### config.mk
export PLATFORM = sky130hd
export DESIGN_NAME = trivium_stream_flat
export DESIGN_NICKNAME = d
export VERILOG_FILES = /design/src/rtl/trivium_stream_if.sv /design/src/rtl/trivium_stream.sv /design/src/flat_wrapper.sv
export SDC_FILE = /design/constraint.sdc
export NUM_CORES = 1
export LEC_CHECK = 0
export CAP_MARGIN = 20
export CORE_ASPECT_RATIO = 1.5
export CORE_MARGIN = 5
export CORE_UTILIZATION = 62
export CTS_CLUSTER_DIAMETER = 50
export DETAILED_ROUTE_END_ITERATION = 10
export PLACE_DENSITY = 0.95
export SLEW_MARGIN = 20
export SYNTH_ARGS = -nofsm -noshare
export SYNTH_HDL_FRONTEND = slang
export SYNTH_SLANG_ARGS = --single-unit
### constraint.sdc
create_clock -name clk -period 2.6 [get_ports clk]
set_input_delay 0.39 -clock clk [delete_from_list [all_inputs] [get_ports clk]]
set_output_delay 0.39 -clock clk [all_outputs]
set_load 0.05 [all_outputs]
### src/rtl/trivium_stream_if.sv
`default_nettype none
// ============================================================================
//  Module   : trivium_stream_if
//  Purpose  : Control and keystream handshake bundle for trivium_stream.
//  Revision : 1.0  initial release
// ============================================================================
interface trivium_stream_if #(
    parameter int W = 64
);
    logic         start;
    logic [79:0]  key;
    logic [79:0]  iv;
    logic         busy;
    logic         ks_valid;
    logic         ks_ready;
    logic [W-1:0] ks_data;

    modport master (
        output start, key, iv, ks_ready,
        input  busy, ks_valid, ks_data
    );

    modport slave (
        input  start, key, iv, ks_ready,
        output busy, ks_valid, ks_data
    );
endinterface
`default_nettype wire

### src/rtl/trivium_stream.sv
`default_nettype none
// ============================================================================
//  Module   : trivium_stream
//  Purpose  : Trivium keystream generator, W rounds per clock, valid/ready out.
//  Revision : 1.0  initial release
// ============================================================================
module trivium_stream #(
    parameter int W           = 64,
    parameter int INIT_ROUNDS = 1152
) (
    input  wire logic       clk,
    input  wire logic       reset,
    trivium_stream_if.slave bus
);

    typedef enum logic [1:0] {
        IDLE = 2'd0,
        INIT = 2'd1,
        RUN  = 2'd2
    } state_t;

    localparam int c_INIT_CYCLES = INIT_ROUNDS / W;
    localparam int c_CNT_W       = (c_INIT_CYCLES > 1) ? $clog2(c_INIT_CYCLES) : 1;
    localparam logic [c_CNT_W-1:0] c_CNT_LAST = c_CNT_W'(c_INIT_CYCLES - 1);

    state_t               r_state;
    logic [287:0]         r_s;        // r_s[i-1] holds Trivium bit s(i)
    logic [c_CNT_W-1:0]   r_cnt;
    logic                 r_busy;
    logic                 r_valid;
    logic [W-1:0]         r_data;

    logic [287:0]         w_load;
    logic [287:0]         w_next;
    logic [W-1:0]         w_z;
    logic [288:0]         w_r;

    // Returns {z, next_state} for one standard Trivium round.
    function automatic logic [288:0] f_round(input logic [287:0] s);
        logic t1, t2, t3, z;
        t1 = s[65]  ^ s[92];
        t2 = s[161] ^ s[176];
        t3 = s[242] ^ s[287];
        z  = t1 ^ t2 ^ t3;
        t1 = t1 ^ (s[90]  & s[91])  ^ s[170];
        t2 = t2 ^ (s[174] & s[175]) ^ s[263];
        t3 = t3 ^ (s[285] & s[286]) ^ s[68];
        return {z, s[286:177], t2, s[175:93], t1, s[91:0], t3};
    endfunction

    assign w_load = {3'b111, 108'd0, 4'd0, bus.iv, 13'd0, bus.key};

    always_comb begin
        w_next = r_s;
        w_z    = '0;
        w_r    = '0;
        for (int j = 0; j < W; j++) begin
            w_r    = f_round(w_next);
            w_z[j] = w_r[288];
            w_next = w_r[287:0];
        end
    end

    // start overrides every state, including a pending unconsumed word.
    always_ff @(posedge clk or negedge reset) begin
        if (!reset) begin
            r_state <= IDLE;
            r_s     <= '0;
            r_cnt   <= '0;
            r_busy  <= 1'b0;
            r_valid <= 1'b0;
            r_data  <= '0;
        end else if (bus.start) begin
            r_state <= INIT;
            r_s     <= w_load;
            r_cnt   <= '0;
            r_busy  <= 1'b1;
            r_valid <= 1'b0;
        end else begin
            case (r_state)
                INIT: begin
                    r_s <= w_next;
                    if (r_cnt == c_CNT_LAST) begin
                        r_state <= RUN;
                        r_busy  <= 1'b0;
                    end else begin
                        r_cnt <= r_cnt + 1'b1;
                    end
                end
                RUN: begin
                    if (!r_valid || bus.ks_ready) begin
                        r_s     <= w_next;
                        r_data  <= w_z;
                        r_valid <= 1'b1;
                    end
                end
                default: begin
                    r_state <= IDLE;
                end
            endcase
        end
    end

    assign bus.busy     = r_busy;
    assign bus.ks_valid = r_valid;
    assign bus.ks_data  = r_data;

endmodule
`default_nettype wire

### src/flat_wrapper.sv
// flat-port wrapper written by rule: the top's interface ports become plain ports
module trivium_stream_flat 
#(
    parameter int W           = 64,
    parameter int INIT_ROUNDS = 1152
)
  (clk, reset, bus_start, bus_key, bus_iv, bus_ks_ready, bus_busy, bus_ks_valid, bus_ks_data);
  trivium_stream_if #(.W(W)) bus_i ();
  input  wire logic clk;
  input  wire logic reset;
  input wire logic [$bits(bus_i.start)-1:0] bus_start;
  input wire logic [$bits(bus_i.key)-1:0] bus_key;
  input wire logic [$bits(bus_i.iv)-1:0] bus_iv;
  input wire logic [$bits(bus_i.ks_ready)-1:0] bus_ks_ready;
  output wire logic [$bits(bus_i.busy)-1:0] bus_busy;
  output wire logic [$bits(bus_i.ks_valid)-1:0] bus_ks_valid;
  output wire logic [$bits(bus_i.ks_data)-1:0] bus_ks_data;
  assign bus_i.start = bus_start;
  assign bus_i.key = bus_key;
  assign bus_i.iv = bus_iv;
  assign bus_i.ks_ready = bus_ks_ready;
  assign bus_busy = bus_i.busy;
  assign bus_ks_valid = bus_i.ks_valid;
  assign bus_ks_data = bus_i.ks_data;
  trivium_stream #(.W(W), .INIT_ROUNDS(INIT_ROUNDS)) u_core (.clk(clk), .reset(reset), .bus(bus_i));
endmodule
Yosys cells after proc, flatten, opt, wreduce, memory -nomap -nowiden
Cells that the tools add are included.

storage, ports and cells
  bits in registers = 361
  bits in latches = 0
  RAM bits = 0
  ROM bits = 0
  input port bits = 164
  output and inout port bits = 66
  word-level logic and storage cells = 939
  memories kept = 0

cells by class
  $add $sub $neg = 1
  multiply operators = 0
  div/mod/pow operators = 0
  magnitude comparators = 0
  eq/ne operators = 7
  shifts and indexed selects = 0
  muxes and demuxes = 15
  bitwise logic cells = 897
  reduce and logical (&&, ||, !) cells = 13

operators by type and width
  cell                                                  count
  XOR 1 bit                                             704
  two-way mux 288 bit                                   2
  one-hot mux 288 bit (2 select lines)                  1
  bitwise AND 1 bit                                     192
  two-way mux 5 bit                                     3
  AND reduction 2 bit                                   5
  nonzero test 2 bit                                    4
  two-way mux 1 bit                                     6
  != test 3 x 2 -> 1 bit (second input constant)        2
  adder 5 x 1 -> 5 bit (second input constant)          1
  equality test 5 bit (second input constant)           1
  two-way mux 2 bit                                     2
  != test 2 bit (second input constant)                 2
  one-hot mux 2 bit (2 select lines)                    1
  AND reduction 3 bit                                   1
  nonzero test 3 bit                                    1
  equality test 2 x 1 -> 1 bit (second input constant)  1
  equality test 2 bit (second input constant)           1
  logical NOT 1 bit                                     1
  logical OR 1 bit                                      1
  NOT 1 bit                                             1

Logic depth before layout (Yosys ltp)
  depth in word-level cells = 6
  gate-level depth with buffers = 9
  mapped depth without buffers = 6

Worst setup path after synthesis
OpenSTA, ideal clock, no wires.

  kind = flip-flop to flip-flop
  from = reg u_core.r_valid (netlist: u_core.bus.ks_valid)
  to = reg u_core.r_s[113]
  library setup time = 0.126 ns
  arrival time = 1.715 ns
  required time = 2.474 ns
  setup slack = 0.759 ns
  stages on the path, launching flop included = 8
  path buffers = 3
  period minus slack after synthesis = 1.841 ns
  path through = dfrtp_1 > nand2b_1 > a211o_1 > buf_2 > buf_6 > buf_2 > o22ai_1 > a21oi_1

between the ends
  word-level cells in the longest chain between the ends = 4

ends and longest elaborated chain
  element                           RTL line              RTL
  start: declaration                trivium_stream.sv:30  logic r_valid;
  start signal: assignment          trivium_stream.sv:71  r_valid <= 1'b0;
  start signal: assignment          trivium_stream.sv:78  r_valid <= 1'b0;
  start signal: assignment          trivium_stream.sv:94  r_valid <= 1'b1;
  logical NOT 1 bit                 trivium_stream.sv:91  if (!r_valid || bus.ks_ready) begin
  logical OR 1 bit                  trivium_stream.sv:91
  != test 3 x 2 -> 1 bit (no line)  n/a
  AND reduction 2 bit (no line)     n/a
  end signal: assignment            trivium_stream.sv:75  r_s <= w_load;
  end signal: assignment            trivium_stream.sv:82  r_s <= w_next;
  end signal: assignment            trivium_stream.sv:92  r_s <= w_next;
  end: declaration                  trivium_stream.sv:27  logic [287:0] r_s;

No other way between the ends.
A chain may end at the register's enable or synchronous reset.

Final worst setup path
  from = reg u_core.r_data[47] (netlist: u_core.bus.ks_data[47])
  to = out bus_ks_data[47]

RTL lines
  element                   RTL line              RTL
  start: declaration        trivium_stream.sv:31  logic [W-1:0] r_data;
  start signal: assignment  trivium_stream.sv:93  r_data <= w_z;
  end: declaration          flat_wrapper.sv:17    output wire logic [$bits(bus_i.ks_data)-1:0] bus_ks_data;

No word-level cell between the ends.

==> reports/metrics.cfg <==
[status]
run_status = completed

[critical_path]
crit_cells = 1
cp_slowest_cell = clkdlybuf4s50_1
crit_path_max_fanout = 2
worst-setup-path-type = register to primary output
crit_path_max_incr_delay_ps = 820
critical_path_buf_inv_count = 1
critical_path.startpoint_type = register
worst-r2r-cell-count = 6
worst_setup_path_end_kind = primary output
cp_data_arrival_time_ps = 1770
timing.critical_path.cells = clkdlybuf4s50_1
crit_family = buffers and inverters
required_ps = 2210

[place]
routabilityCongestion = 1.10
hpwl_after_detailed_placement_mm = 67.2
port-buffer-count = 229
post-place-ws_ps = 259

[global_route]
globalRoute.totalOverflow = 0
number_of_antenna_violations_at_the_first_check_in_global_routing = 0
grt_first_pass_wirelength_mm = 126
grt_max_degree = 86
groute.usage.overall_pct = 44.9
grt_pass1_vias = 18700

[sta]
final_period_minus_worst_setup_slack_ps = 2160
period_share_pct = 83.2
fmax_ghz = 0.462
worst-slew-pin-transition_ps = 851
finalWorstSetupSlack_ps = 436
final.setup_skew_ps = 11.3
worst_slew_margin_rel_pct = 42.9
hold_violations_final = 0
setup_tns_ps = 0
grt_setup_unrepaired = no
final.hold.worst_slack_ps = 260
drv_slew = 0
finalSetupViolations = 0

[min_path]
min-delay-path-class = input port to register
worst_hold_path.num_cells = 2

[cts]
clock_sink_count = 361
cts-buffers-inserted = 39
clock_tree_from_tritoncts = done
clk_tree_root_cell = clkbuf_16
insertion_delay_ps = 550
post_cts_buffers = 0
cts.reportedPaths.clkPinSlew_ps = 60
post_cts.resized_instances = 0
cts.htree.levels = 2
cts-root-to-sink-buffers = 3

[synthesis]
synth.top_cell.area_share_pct = 42.3
synth.largest_area_cell = dfrtp_1
synth_area_leaders = dfrtp_1, xnor2_1, nand2_1
synth.yosys.seq_area_share_pct = 42.3
synth.avg_cell_area_um2 = 9.25
ys_top_cells_by_count = xnor2_1, nand2_1, dfrtp_1
synth_most_common_cell = xnor2_1
synth.net_count = 2476
post_synth_instance_area_um2 = 21400
ys.warnings.count = 0
netlist_instances = 2310
yosys_most_used_dff = dfrtp_1
synth.ff_latch_count = 361
ys_async_sr_fraction_pct = 100
synth_edf_count = 0
synth_cell_types = 30

[route]
ant_nets_after_route = 0
wl_per_cell_um = 30.1
drt_first_pass_iters = 6
routed-via-count = 18400
drt_first_iter_violations = 2363
remaining_drc_errors = 0
drt-total-wl_mm = 87.0
via_per_inst = 6.36

[floorplan]
floorplan.initialDensity_pct = 62.5
ios = 230
fp-row-count = 83
fp.dieArea_um2 = 38300
die_w_um = 162
core_um2 = 34200
chipHeight_um = 237

[final_layout]
num_antenna_cells = 0
layout-area-overhead-vs-synth_pct = 17.8
ff_latch_area_um2 = 9030
drive_above_1_share_pct = 5.80
filler_cell_count = 2484
footprint_of_the_multi_input_gates_um2 = 11300
layout.nets = 2603

[power_and_ir_drop]
p_leak_nw = 9.72
power_density_nw_per_um2 = 1530
totalPowerFinal_mw = 38.4
ir_worst_vdd_uv = 796

[flow_run]
timing.max_cap.violations = 0

report_power, final:
part	internal, mW	switching, mW
Combinational	9.49	10.7
Clock	3.09	2.40
Sequential	7.45	5.34
Total	20.0	18.4
state kept, by name (all words and copies together) (netlist names):
name / count
u_core.r_state: 2
u_core.r_s: 288
u_core.bus.ks_valid: 1
u_core.bus.busy: 1
u_core.bus.ks_data: 64
u_core.r_cnt: 5
worst paths after layout:
path,start,end,slack [ps]
hold / removal,bus_start,u_core.r_cnt[2],260
hold reg to reg,u_core.bus.ks_data[18],u_core.bus.ks_data[18],480
setup / recovery,u_core.bus.ks_data[47],bus_ks_data[47],440
setup reg to reg,u_core.r_state[1],u_core.r_s[106],470
max in group asynchronous,reset,u_core.bus.ks_data[21],1420
min in group asynchronous,reset,u_core.bus.ks_valid,360
timing repair:
item | 4_1_cts | 5_1_grt
hold buffers | 1 | 0
setup endpoints to repair | 0 | 0
hold endpoints to repair | 41 | 0
metrics by stage:
| step | std cells | utilization, % | cell area [µm²] |
|---|---|---|---|
| floorplan | 2310 | - | 21400 |
| global placement | 2820 | 70.0 | 23900 |
| detailed placement | 2820 | 70.0 | 23900 |
| CTS | 2889 | 73.6 | 25200 |
| global route | 2889 | 73.6 | 25200 |
| finish | 2889 | 73.6 | 25200 |
metal layers:
layer	wire (µm)	global-route usage (%)	vias up
met5	0	0	-
met3	8770	8.81	461
met4	10600	40.8	0
li1	-	-	7795
met1	29000	52.7	8751
met2	38500	69.4	1363
placed cells by master (no fill, tap or decap), types with 19 or more instances in the layout:
master | netlist | layout
o22ai_1 | 128 | 128
buf_12 | 0 | 19
o31ai_1 | 64 | 64
o21ai_0 | 160 | 160
nand2_1 | 483 | 483
clkbuf_16 | 0 | 41
dfrtp_1 | 361 | 361
xnor2_1 | 514 | 514
xor2_1 | 194 | 194
buf_4 | 2 | 57
a21oi_1 | 129 | 129
mux2i_1 | 32 | 32
clkdlybuf4s50_1 | 0 | 227
cell type report:
type | count | share of cell area (%)
clock buffer | 58 | 4.61
clock inverter | 10 | 0.244
inverter | 2 | 0.0398
multi-input combinational | 1728 | 44.8
sequential | 361 | 35.9
tap | 425 | 2.11
timing repair buffer | 305 | 12.3
cell families after synthesis:
group | share of synthesized area, %
AO/OA/AOI/OAI | 12.9
XOR/XNOR | 29.0
adder cells (fa/ha/maj) | 0.117
buffers and inverters | 5.14
flip-flops | 42.3
multiplexers | 1.55
AND/OR/NAND/NOR | 8.99
(Power assumes the default switching activity.)
